===== config.mk =====
export PLATFORM = sky130hd
export DESIGN_NAME = sync_fifo_core_flat
export DESIGN_NICKNAME = d
export VERILOG_FILES = /design/src/rtl/sync_fifo_core_pkg.sv /design/src/rtl/sync_fifo_core_if.sv /design/src/rtl/sync_fifo_core_dp_ram.sv /design/src/rtl/sync_fifo_core.sv /design/src/flat_wrapper.sv
export SDC_FILE = /design/constraint.sdc
export NUM_CORES = 1
export LEC_CHECK = 0
export CAP_MARGIN = 40
export CORE_MARGIN = 2
export CORE_UTILIZATION = 25
export CTS_CLUSTER_SIZE = 20
export DETAILED_ROUTE_END_ITERATION = 7
export HOLD_SLACK_MARGIN = 0.08
export PLACE_DENSITY = 0.36
export SYNTH_ARGS = -nofsm -noshare
export SYNTH_HDL_FRONTEND = slang
export SYNTH_HIERARCHICAL = 1
export SYNTH_SLANG_ARGS = --single-unit

===== constraint.sdc =====
create_clock -name wclk -period 3.75 [get_ports wclk]
set_input_delay 0.5625 -clock wclk [delete_from_list [all_inputs] [get_ports wclk]]
set_output_delay 0.5625 -clock wclk [all_outputs]
set_load 0.02 [all_outputs]

===== src/rtl/sync_fifo_core_pkg.sv =====
// Shared sizing helpers and read-mode encodings for the synchronous FIFO.
package fifo_pkg;

   localparam int FIFO_STD  = 0;
   localparam int FIFO_FWFT = 1;

   function automatic int fifo_depth(input int addrsize);
      return 1 << addrsize;
   endfunction

   // One extra bit lets count and the pointers represent a completely full FIFO.
   function automatic int ptr_width(input int addrsize);
      return addrsize + 1;
   endfunction

endpackage


===== src/rtl/sync_fifo_core_if.sv =====
// Producer/consumer-side bundle of the synchronous FIFO, with status and error outputs.
interface sync_fifo_core_if #(
   parameter int DATASIZE = 8,
   parameter int ADDRSIZE = 4
);
   logic [DATASIZE-1:0] wdata;
   logic                winc;
   logic                wfull;
   logic                walmost_full;
   logic                rinc;
   logic [DATASIZE-1:0] rdata;
   logic                rempty;
   logic                ralmost_empty;
   logic [ADDRSIZE:0]   count;
   logic                err_clr;
   logic                overflow;
   logic                underflow;

   modport master (
      output wdata, winc, rinc, err_clr,
      input  wfull, walmost_full, rdata, rempty, ralmost_empty, count, overflow, underflow
   );

   modport slave (
      input  wdata, winc, rinc, err_clr,
      output wfull, walmost_full, rdata, rempty, ralmost_empty, count, overflow, underflow
   );
endinterface


===== src/rtl/sync_fifo_core_dp_ram.sv =====
// Storage array: one synchronous write port and one asynchronous read port.
module fifo_dp_ram #(
   parameter int DATASIZE = 8,
   parameter int ADDRSIZE = 4
) (
   input  logic                wclk,
   input  logic                we,
   input  logic [ADDRSIZE-1:0] waddr,
   input  logic [DATASIZE-1:0] wdata,
   input  logic [ADDRSIZE-1:0] raddr,
   output logic [DATASIZE-1:0] rdata
);
   logic [DATASIZE-1:0] mem [2**ADDRSIZE];

   // NOTE: the array has no reset; the pointers alone decide which entries are valid,
   // and leaving it out keeps the array mappable onto plain RAM.
   always_ff @(posedge wclk) begin
      if (we) begin
         mem[waddr] <= wdata;
      end
   end

   assign rdata = mem[raddr];
endmodule


===== src/rtl/sync_fifo_core.sv =====
// Single-clock FIFO: pointers, registered occupancy, threshold flags, sticky errors,
// and a standard (registered) or first-word-fall-through read port.
module sync_fifo_core
   import fifo_pkg::*;
#(
   parameter int DATASIZE     = 8,
   parameter int ADDRSIZE     = 4,
   parameter int AFULL_LEVEL  = 14,
   parameter int AEMPTY_LEVEL = 2,
   parameter int FWFT         = FIFO_STD
) (
   input  logic                wclk,
   input  logic                wrst_n,
   sync_fifo_core_if.slave     bus
);
   localparam int PW = ptr_width(ADDRSIZE);

   typedef logic [PW-1:0] ptr_t;

   localparam ptr_t DEPTH_C  = ptr_t'(fifo_depth(ADDRSIZE));
   localparam ptr_t AFULL_C  = ptr_t'(AFULL_LEVEL);
   localparam ptr_t AEMPTY_C = ptr_t'(AEMPTY_LEVEL);
   localparam ptr_t ONE_C    = ptr_t'(1);

   ptr_t                wptr_q, wptr_d;
   ptr_t                rptr_q, rptr_d;
   ptr_t                count_q, count_d;
   logic                overflow_q, overflow_d;
   logic                underflow_q, underflow_d;
   logic [DATASIZE-1:0] rdata_q, rdata_d;
   logic [DATASIZE-1:0] ram_rdata;
   logic                full, empty, push, pop;

   assign full  = (count_q == DEPTH_C);
   assign empty = (count_q == '0);
   // No pass-through: acceptance looks only at the state left by the previous edge.
   assign push  = bus.winc && !full;
   assign pop   = bus.rinc && !empty;

   // NOTE: every variable gets its hold value first so no path can infer a latch.
   always_comb begin
      wptr_d      = wptr_q;
      rptr_d      = rptr_q;
      count_d     = count_q;
      rdata_d     = rdata_q;
      overflow_d  = (overflow_q  && !bus.err_clr) || (bus.winc && full);
      underflow_d = (underflow_q && !bus.err_clr) || (bus.rinc && empty);

      if (push) begin
         wptr_d = wptr_q + ONE_C;
      end
      if (pop) begin
         rptr_d  = rptr_q + ONE_C;
         rdata_d = ram_rdata;
      end

      case ({push, pop})
         2'b10:   count_d = count_q + ONE_C;
         2'b01:   count_d = count_q - ONE_C;
         default: count_d = count_q;
      endcase
   end

   // NOTE: state registers use non-blocking assignments so every flop samples
   // pre-edge values regardless of process ordering.
   always_ff @(posedge wclk) begin
      if (!wrst_n) begin
         wptr_q      <= '0;
         rptr_q      <= '0;
         count_q     <= '0;
         overflow_q  <= 1'b0;
         underflow_q <= 1'b0;
         rdata_q     <= '0;
      end else begin
         wptr_q      <= wptr_d;
         rptr_q      <= rptr_d;
         count_q     <= count_d;
         overflow_q  <= overflow_d;
         underflow_q <= underflow_d;
         rdata_q     <= rdata_d;
      end
   end

   fifo_dp_ram #(
      .DATASIZE (DATASIZE),
      .ADDRSIZE (ADDRSIZE)
   ) u_ram (
      .wclk  (wclk),
      .we    (push),
      .waddr (wptr_q[ADDRSIZE-1:0]),
      .wdata (bus.wdata),
      .raddr (rptr_q[ADDRSIZE-1:0]),
      .rdata (ram_rdata)
   );

   assign bus.rdata         = (FWFT == FIFO_FWFT) ? ram_rdata : rdata_q;
   assign bus.count         = count_q;
   assign bus.wfull         = full;
   assign bus.rempty        = empty;
   assign bus.walmost_full  = (count_q >= AFULL_C);
   assign bus.ralmost_empty = (count_q <= AEMPTY_C);
   assign bus.overflow      = overflow_q;
   assign bus.underflow     = underflow_q;
endmodule


===== src/flat_wrapper.sv =====
// flat-port wrapper written by rule: the top's interface ports become plain ports
module sync_fifo_core_flat import fifo_pkg::*;
#(
   parameter int DATASIZE     = 8,
   parameter int ADDRSIZE     = 4,
   parameter int AFULL_LEVEL  = 14,
   parameter int AEMPTY_LEVEL = 2,
   parameter int FWFT         = FIFO_STD
)
  (wclk, wrst_n, bus_wdata, bus_winc, bus_rinc, bus_err_clr, bus_wfull, bus_walmost_full, bus_rdata, bus_rempty, bus_ralmost_empty, bus_count, bus_overflow, bus_underflow);
  sync_fifo_core_if #(.DATASIZE(DATASIZE), .ADDRSIZE(ADDRSIZE)) bus_i ();
  input  logic wclk;
  input  logic wrst_n;
  input wire logic [$bits(bus_i.wdata)-1:0] bus_wdata;
  input wire logic [$bits(bus_i.winc)-1:0] bus_winc;
  input wire logic [$bits(bus_i.rinc)-1:0] bus_rinc;
  input wire logic [$bits(bus_i.err_clr)-1:0] bus_err_clr;
  output wire logic [$bits(bus_i.wfull)-1:0] bus_wfull;
  output wire logic [$bits(bus_i.walmost_full)-1:0] bus_walmost_full;
  output wire logic [$bits(bus_i.rdata)-1:0] bus_rdata;
  output wire logic [$bits(bus_i.rempty)-1:0] bus_rempty;
  output wire logic [$bits(bus_i.ralmost_empty)-1:0] bus_ralmost_empty;
  output wire logic [$bits(bus_i.count)-1:0] bus_count;
  output wire logic [$bits(bus_i.overflow)-1:0] bus_overflow;
  output wire logic [$bits(bus_i.underflow)-1:0] bus_underflow;
  assign bus_i.wdata = bus_wdata;
  assign bus_i.winc = bus_winc;
  assign bus_i.rinc = bus_rinc;
  assign bus_i.err_clr = bus_err_clr;
  assign bus_wfull = bus_i.wfull;
  assign bus_walmost_full = bus_i.walmost_full;
  assign bus_rdata = bus_i.rdata;
  assign bus_rempty = bus_i.rempty;
  assign bus_ralmost_empty = bus_i.ralmost_empty;
  assign bus_count = bus_i.count;
  assign bus_overflow = bus_i.overflow;
  assign bus_underflow = bus_i.underflow;
  sync_fifo_core #(.DATASIZE(DATASIZE), .ADDRSIZE(ADDRSIZE), .AFULL_LEVEL(AFULL_LEVEL), .AEMPTY_LEVEL(AEMPTY_LEVEL), .FWFT(FWFT)) u_core (.wclk(wclk), .wrst_n(wrst_n), .bus(bus_i));
endmodule

# After elaboration in Yosys (flattened, before gate mapping)
# Memory sizes are Yosys's and may differ from the RTL's. A register that Yosys moved wholly into a read port is not among the register bits.
# Cells that the tools add are included.
dict set report totals {
  inputBits 13
  elab_cells 32
  ff_bits 17
  ram_bits 128
  n_memories 1
  output_inout_bits 19
}
# memory depth width read_ports rd_ports_with_merged_regs wr line
set mem_list {}
lappend mem_list {u_core.u_ram.mem 16 8 1 1 1 sync_fifo_core_dp_ram.sv:13} ;# logic [DATASIZE-1:0] mem [2**ADDRSIZE];
dict set report classes {
  eq_ne 3
  n_reduce_logical 14
  n_lt_le_gt_ge 2
  addsub 4
  mux 3
}
# op count
set op_table {}
lappend op_table {{5-bit by 1-bit adder with 5-bit output, second input constant} 3}
lappend op_table {{5-bit one-hot mux with 2 select lines} 1}
lappend op_table {{1-bit logical AND} 6}
lappend op_table {{5-bit == test, second input constant} 1}
lappend op_table {{5-bit by 4-bit greater-or-equal comparator with 1-bit output, second input constant} 1}
lappend op_table {{5-bit by 2-bit less-or-equal comparator with 1-bit output, second input constant} 1}
lappend op_table {{5-bit zero test} 1}
lappend op_table {{5-bit by 1-bit subtractor with 5-bit output, second input constant} 1}
lappend op_table {{1-bit zero test} 4}
lappend op_table {{2-bit by 1-bit == test with 1-bit output, second input constant} 1}
lappend op_table {{2-bit == test, second input constant} 1}
lappend op_table {{1-bit logical OR} 2}
lappend op_table {{1-bit two-way mux} 2}
lappend op_table {{2-bit nonzero test} 1}

# Logic depth before layout (Yosys ltp)
# Gate-level depths: netlist of the first run.
dict set report depth {
  ltp_word 5
  depth_mapped 12
  mapped_depth_nobuf 10
}

# Modules after synthesis
# Netlist of the first run, hierarchy kept.
# module cells_per_inst n_inst seq_area_each_um2 area_each_um2
set by_module_without_submodules {}
lappend by_module_without_submodules {fifo_dp_ram 221 1 3843.7 4987.3}
lappend by_module_without_submodules {sync_fifo_core 128 1 460.4 1171.1}

# Least setup slack after synthesis of the first run
# Ideal clock, no wire load.
dict set report synth_timing {
  path_kind {reg2reg}
  startpoint {reg u_core.count_q[3] (netlist: u_core/bus.count[3])}
  endpoint {reg u_core.count_q[4] (netlist: u_core/bus.count[4])}
  setup_ns 0.072
  required_ns 3.678
  arrival_ns 2.742
  path_stages_with_launch 13
  synth_period_minus_slack_ns 2.814
  setup_slack_ns 0.936
  path_buffers 2
  path_cell_list {dfxtp_1 or3_4 o31ai_4 buf_6 inv_1 ha_1 clkbuf_1 xor2_1 ha_1 o21ai_0 a21oi_1 o32ai_1 mux2i_1}
}
dict set report synth_between {
  elab_chain_len 5
  elab_cells_between_ends 12
  classes_between {2 x add/sub; 3 x eq/ne; 1 x mux; 6 x reduce/logical}
}
# item line
set synth_rtl {}
lappend synth_rtl {{from (decl)} sync_fifo_core.sv:27} ;# ptr_t count_q, count_d;
lappend synth_rtl {{from (signal assigned)} sync_fifo_core.sv:77} ;# count_q <= count_d;
lappend synth_rtl {{5-bit zero test *} sync_fifo_core.sv:35} ;# assign empty = (count_q == '0);
lappend synth_rtl {{1-bit zero test *} sync_fifo_core.sv:38} ;# assign pop = bus.rinc && !empty;
lappend synth_rtl {{1-bit logical AND *} sync_fifo_core.sv:38}
lappend synth_rtl {{named net u_core.pop} sync_fifo_core.sv:32} ;# logic full, empty, push, pop;
lappend synth_rtl {{2-bit by 1-bit == test with 1-bit output / 2-bit == test (equally long branches)} sync_fifo_core.sv:57} ;# case ({push, pop})
lappend synth_rtl {{5-bit one-hot mux with 2 select lines / 2-bit nonzero test (equally long branches)} --}
# The timed path passes the listed nets; every way through them passes the cells marked *.
# A chain may end at the register's enable or synchronous reset.

# Worst setup path in the final report of the first run
dict set report layout_timing {
  startpoint {reg u_core.count_q[2] (netlist: u_core/bus.count[2])}
  endpoint {reg u_core.count_q[4] (netlist: u_core/bus.count[4])}
}
# Same word-level chain as after synthesis.

==> results of run 1 <==
## sequential cells by signal, indices dropped and copies added (netlist names)
signal                count
u_core/u_ram/mem        128
u_core/bus.underflow      1
u_core/rptr_q             4
u_core/wptr_q             4
u_core/bus.overflow       1
u_core/bus.count          5
u_core/bus.rdata          8
## cells in the final DEF, fill, tap and decap left out, types with 13 or more instances in the layout
master,synthesis,routed
clkbuf_16,0,17
buf_4,1,24
clkdlybuf4s50_1,0,31
edfxtp_1,128,128
mux2i_1,13,13
nor2_1,32,32
a22oi_1,18,18
mux4_2,18,18
mux4_1,14,14
dfxtp_1,23,22
## cells by family after synthesis
logic type,share of synthesized area (%)
flip-flops,69.9
AND/OR/NAND/NOR,5.99
multiplexers,14.7
AO/OA/AOI/OAI,4.55
buffers and inverters,2.54
XOR/XNOR,1.14
adder cells (fa/ha/maj),1.22
## worst max-delay path, stage by stage (launching register included)
cell	delay, ns
dfxtp_1	0.31
or3_4	0.41
o31ai_4	0.49
inv_1	0.13
ha_1	0.32
xor2_1	0.18
ha_1	0.24
o21ai_0	0.18
a21oi_1	0.08
o32ai_1	0.36
mux2i_1	0.21
## power by group through the flow
stage / Sequential, mW / Combinational, mW / Clock (mW)
floorplan: 2.10 / 0.754 / 0
global route: 2.05 / 1.32 / 1.88
finish: 2.03 / 1.22 / 1.75
CTS: 2.04 / 1.24 / 1.80
detailed placement: 2.07 / 1.23 / 0
global placement: 2.07 / 1.21 / 0
## synthesized netlist by cell type, types with 2 or more instances
library cell       n  area (um2)
a21oi_1            7        35.0
nand2b_1           3        18.8
inv_1              8        30.0
edfxtp_1         128        3840
mux4_1            14         368
or3_1              2        12.5
buf_6              4        45.0
nand2_1           10        37.5
clkbuf_1           5        18.8
nand4_1            2        12.5
clkdlybuf4s25_2    3        30.0
mux2i_1           13         130
xnor2_1            4        35.0
xor2_1             4        35.0
nand3b_1           2        15.0
buf_2              5        25.0
mux4_2            18         405
o21ai_0            2        10.0
nor2_1            32         120
dfxtp_1           23         460
o21a_1             2        15.0
a211oi_1           2        15.0
nor2b_1            3        18.8
and2_1             2        12.5
nor3_1             7        35.0
ha_1               6        75.1
a22oi_1           18         135
a31o_2             2        17.5
nand3_1            6        30.0
## per-layer routing
metal / global-route usage, % / up-vias / part of all wire [%]
met4: 3.57 / 0 / 1.3
li1: - / 1509 / -
met5: 0 / - / 0
met1: 15.6 / 1737 / 46
met2: 18.5 / 71 / 48
met3: 3.46 / 12 / 4.8
## worst min path at each step
stage | start | endpoint | depth (start not counted)
2_1_floorplan | u_core/wptr_q[3] | u_core/wptr_q[3] | 2
3_3_place_gp | u_core/bus.overflow | u_core/bus.overflow | 2
3_5_place_dp | u_core/bus.rdata[7] | u_core/bus.rdata[7] | 2
4_1_cts | u_core/bus.rdata[7] | u_core/bus.rdata[7] | 2
5_1_grt | u_core/bus.rdata[7] | u_core/bus.rdata[7] | 2
6_report | u_core/bus.rdata[7] | u_core/bus.rdata[7] | 2
## layout make-up
type | count | area (um2) | share of cell area [%]
sequential | 151 | 4310 | 56.9
multi-input combinational | 172 | 1700 | 22.5
timing repair buffer | 57 | 522 | 6.90
clock buffer | 22 | 454 | 6.01
tap | 324 | 405 | 5.36
clock inverter | 10 | 146 | 1.94
inverter | 8 | 30.0 | 0.397
==> qor.txt, run 1 <==
Ys Warns: 6
Placed Area: 6960 um2
CTS Buf Count: 17
CTS clk-pin slew, worst paths: 0.06 ns
largest net degree at the start of global routing: 36
Clock Latency Late Sink: 0.42 ns
Setup WS post-layout: 0.765 ns
gr ovfl total: 0
internal power: 3.59 mW
clk sinks: 151
CP endpoint kind: flip-flop
P_leak: 2.53 nW
P_sw: 1.40 mW
ys flop type: edfxtp_1
1st-pass router iterations: 4
Die Footprint: 25900 um2
CP max FO: 8
placement row count: 57
EDFF count, synth: 128
Post-CTS Resized: 0
synthesized flop and latch total: 151
RSZ-0062 raised after global routing: no
HP Class: flip-flop to flip-flop
Post-Synthesis Cells: 349
CTS tree: built
Setup CP Type: flip-flop to flip-flop
hold buffer count at cts: 0
syn avg cell area: 17.6 um2
final worst path period share: 79.6%
final cell count without fillers: 744
Via density: 4.47
I/O Buffers: 31
CORE AREA: 24200 um2
power per cell area: 661 nW/um2
Max IR drop VDD: 265 uV
design area: 7560 um2
area delta synth->final: 22.8%
Data arrival, critical path: 3.33 ns
pre-CTS setup slack: 0.607 ns
Clock Tree Root: clkbuf_16
Highest Clock Rate: 0.335 GHz
WHS: 0.516 ns
worst clock skew: 0.0104 ns
Distinct cells, synth: 41
syn_nets: 368
# diodes: 0
Gate power share: 24.4%
Final nets: 426
Post-Syn Area: 6160 um2
switching share of power: 28.1%
final WL: 14400 um
initial antenna violation count: 0
Antenna Nets Post-Route: 0
DRC Markers: 0
reg-to-reg endpoint: u_core/bus.count[4]
via count: 3329
setup TNS: 0 ns
max cap viols: 0
Tightest Pin Transition: 0.839 ns
Post-Place Cells: 712
WL/cell: 19.4 um
power share of the clock group: 34.9%
Startpoint Class: flip-flop
CP Capture Point: u_core/bus.count[4]
Final min period: 2.99 ns
final core occ: 31.2%
Fin. Hold Viols: 0
IO Pins: 32
outcome: completed
filler instances: 2405
r2r setup slk: 0.76 ns
layout cells sized above 1: 18.8%
final slew viol count: 0
Max clock buf depth: 2
Power Total: 5.00 mW
postcts setup bufs: 0
initial core utilization: 25.4%
Slew HR: 43.9%
vias in the first global route: 3414
Setup crit start: u_core/bus.count[2]
Worst Path Required: 4.10 ns
first-pass GRT wire length: 21700 um
R2R Path Start: u_core/bus.count[2]
die width: 161 um
gpl congestion: 0.698
DP Wirelength: 9170 um
sequential element share of the synthesized area: 69.9%
htree depth: 4
worst reg-to-reg path cell count: 10
Die Span Y: 161 um
Final setup viols: 0
DR iter-0 viols: 297
Reg power frac: 40.7%
asr flop ratio synth: 0%
Tot GR Track Use: 11.7%
Power figures use the tool's default switching activity.
==> run 2, diff against run 1 <==
==> constraint.sdc (replaced) <==
create_clock -name wclk -period 2.9 [get_ports wclk]
set_input_delay 0.435 -clock wclk [delete_from_list [all_inputs] [get_ports wclk]]
set_output_delay 0.435 -clock wclk [all_outputs]
set_load 0.02 [all_outputs]
==> run 2 against run 1 <==
  * Sequential cell count unchanged
  * Utilization increased by 0.70 points
  * First-iteration DRC count decreased by 32%
  * Die area unchanged
  * Clock power increased by 40%
  * Sequential power increased by 28%
==> qor.txt, run 2 (same netlist as run 1, synthesis figures left out) <==
Slew HR: 58.0% (+14 points)
Die Span Y: 161 um (unchanged)
Worst path max stage delay: 0.45 ns (-0.04 ns)
outcome: completed
IO Pins: 32 (unchanged)
worst reg-to-reg path cell count: 10 (unchanged)
internal power: 4.84 mW (+35%)
Final setup viols: 0 (unchanged)
CORE AREA: 24200 um2 (unchanged)
Final nets: 439 (+3.1%)
RSZ-0062 raised after global routing: no
gr ovfl total: 0 (unchanged)
die width: 161 um (unchanged)
HP Class: flip-flop to flip-flop
Antenna Nets Post-Route: 0 (unchanged)
met1 Resource Use GR: 15.9% (+0.28 points)
GR Layer Usage met3: 2.97% (-0.49 points)
P_leak: 2.61 nW (+3.2%)
Worst Path Required: 3.26 ns (-0.84 ns)
postcts setup bufs: 0 (unchanged)
Die Footprint: 25900 um2 (unchanged)
Reg power frac: 38.7% (-2.0 points)
Max clock buf depth: 2 (unchanged)
leading cell types in the layout, fill and taps excluded: 128 x edfxtp_1, 36 x buf_4, 32 x nor2_1, 31 x clkdlybuf4s50_1, 22 x dfxtp_1
DR iter-0 viols: 202 (-32%)
placement row count: 57 (unchanged)
area delta synth->final: 25.5%
power share of the clock group: 36.5% (+1.6 points)
WL/cell: 19.7 um (+1.6%)
Hold Crit Depth: 2 (unchanged)
final WL: 14900 um (+3.4%)
GR Util met2: 20.0% (+1.4 points)
final slew viol count: 0 (unchanged)
clk sinks: 151 (unchanged)
Max IR drop VDD: 472 uV (+78%)
Clock Tree Root: clkbuf_16
Clock Latency Late Sink: 0.43 ns (about the same)
Final min period: 2.58 ns (-0.403 ns)
commonest non-fill, non-tap cell in the layout: edfxtp_1
power per cell area: 868 nW/um2 (+31%)
initial core utilization: 25.4% (unchanged)
Post-CTS Resized: 0 (unchanged)
worst clock skew: 0.00599 ns (-0.00441 ns)
via count: 3361 (+0.96%)
final worst path period share: 89.0% (+9.4 points)
setup TNS: 0 ns (unchanged)
switching share of power: 27.8% (-0.23 points)
vias in the first global route: 3526 (+3.3%)
GRT busiest layer: met2
1st-pass router iterations: 5 (+1)
Reg with most FFs: u_core/u_ram/mem
Tot GR Track Use: 12.1% (+0.38 points)
P_sw: 1.87 mW (+33%)
gpl congestion: 0.740 (+6.1%)
hold buffer count at cts: 0 (unchanged)
CP max FO: 5 (-3)
Highest Clock Rate: 0.387 GHz (+16%)
Via density: 4.44 (-0.77%)
CP endpoint kind: flip-flop
Fin. Hold Viols: 0 (unchanged)
first-pass GRT wire length: 22400 um (+3.2%)
max FFs per register: 128 (unchanged)
layout cells sized above 1: 21.7% (+2.9 points)
filler instances: 2383 (-0.91%)
Multi-input gate area: 1700 um2 (unchanged)
I/O Buffers: 31 (unchanged)
CTS tree: built
Gate power share: 24.7% (+0.3 points)
Setup CP Type: flip-flop to flip-flop
Tightest Pin Transition: 0.628 ns (-0.210 ns)
DP Wirelength: 9700 um (+5.7%)
largest net degree at the start of global routing: 36 (unchanged)
Data arrival, critical path: 2.94 ns (-0.39 ns)
Startpoint Class: flip-flop
Critical-path top delay cell: or3_4
critical path's most frequent cell: ha_1
initial antenna violation count: 0 (unchanged)
DRC Markers: 0 (unchanged)
WHS: 0.502 ns (-0.0142 ns)
CTS Buf Count: 17 (unchanged)
FF+latch area: 4310 um2 (unchanged)
# diodes: 0 (unchanged)
CTS clk-pin slew, worst paths: 0.06 ns (about the same)
critical path cell sequence: or3_4 -> o31ai_4 -> inv_1 -> ha_1 -> xor2_1 -> ha_1 -> o21ai_0 -> a21oi_1 -> o32ai_1 -> mux2i_1
htree depth: 4 (unchanged)
max cap viols: 0 (unchanged)
run 2: layout make-up:
cell class              count  share of cell area, %
clock buffers              19                   5.60
clock inverters            13                   2.82
inverters                   8                  0.388
multi-input cells         172                   22.0
flip-flops and latches    151                   55.7
well taps                 324                   5.24
repair buffers             70                   8.29
run 2: path summary, 6_finish.rpt:
path	startpoint	endpoint	slack (ns)
max	u_core/bus.count[2]	u_core/bus.count[4]	0.32
min	u_core/bus.rdata[5]	u_core/bus.rdata[5]	0.50
min reg2reg	u_core/bus.rdata[5]	u_core/bus.rdata[5]	0.50
max reg2reg	u_core/bus.count[2]	u_core/bus.count[4]	0.32
run 2: critical path: cells and delay by family (launching register included):
family	cells	cell delay, ns
AOI/OAI and AO/OA	4	0.79
adders and majority gates	2	0.46
and+or+nand+nor	1	0.45
DFF	1	0.36
muxes	1	0.21
xor gates and xnor gates	1	0.15
buffers and inverters	1	0.10
run 2: power groups by stage:
| stage | combinational, mW | sequential [mW] | clock, mW |
|---|---|---|---|
| 3_3_place_gp | 1.68 | 2.64 | 0 |
| 6_report | 1.66 | 2.60 | 2.45 |
| 2_1_floorplan | 0.975 | 2.72 | 0 |
| 3_5_place_dp | 1.68 | 2.65 | 0 |
| 4_1_cts | 1.69 | 2.60 | 2.51 |
| 5_1_grt | 1.79 | 2.62 | 2.59 |
run 2: metrics by stage:
step	std cells	area, um2	setup slack (ns)	power, mW	util, %
2_1_floorplan	349	6160	0.0863	3.69	-
3_3_place_gp	725	7080	0.217	4.33	29.2
3_5_place_dp	725	7080	0.124	4.33	29.2
4_1_cts	757	7730	0.295	6.80	31.9
5_1_grt	757	7730	0.196	7.01	31.9
6_report	757	7730	0.318	6.71	31.9
run 2: routing by layer:
metal,vias to the layer above,share of wire (%)
li1,1540,-
met1,1742,46
met2,63,49
met3,16,3.9
met4,0,1.2
met5,-,0
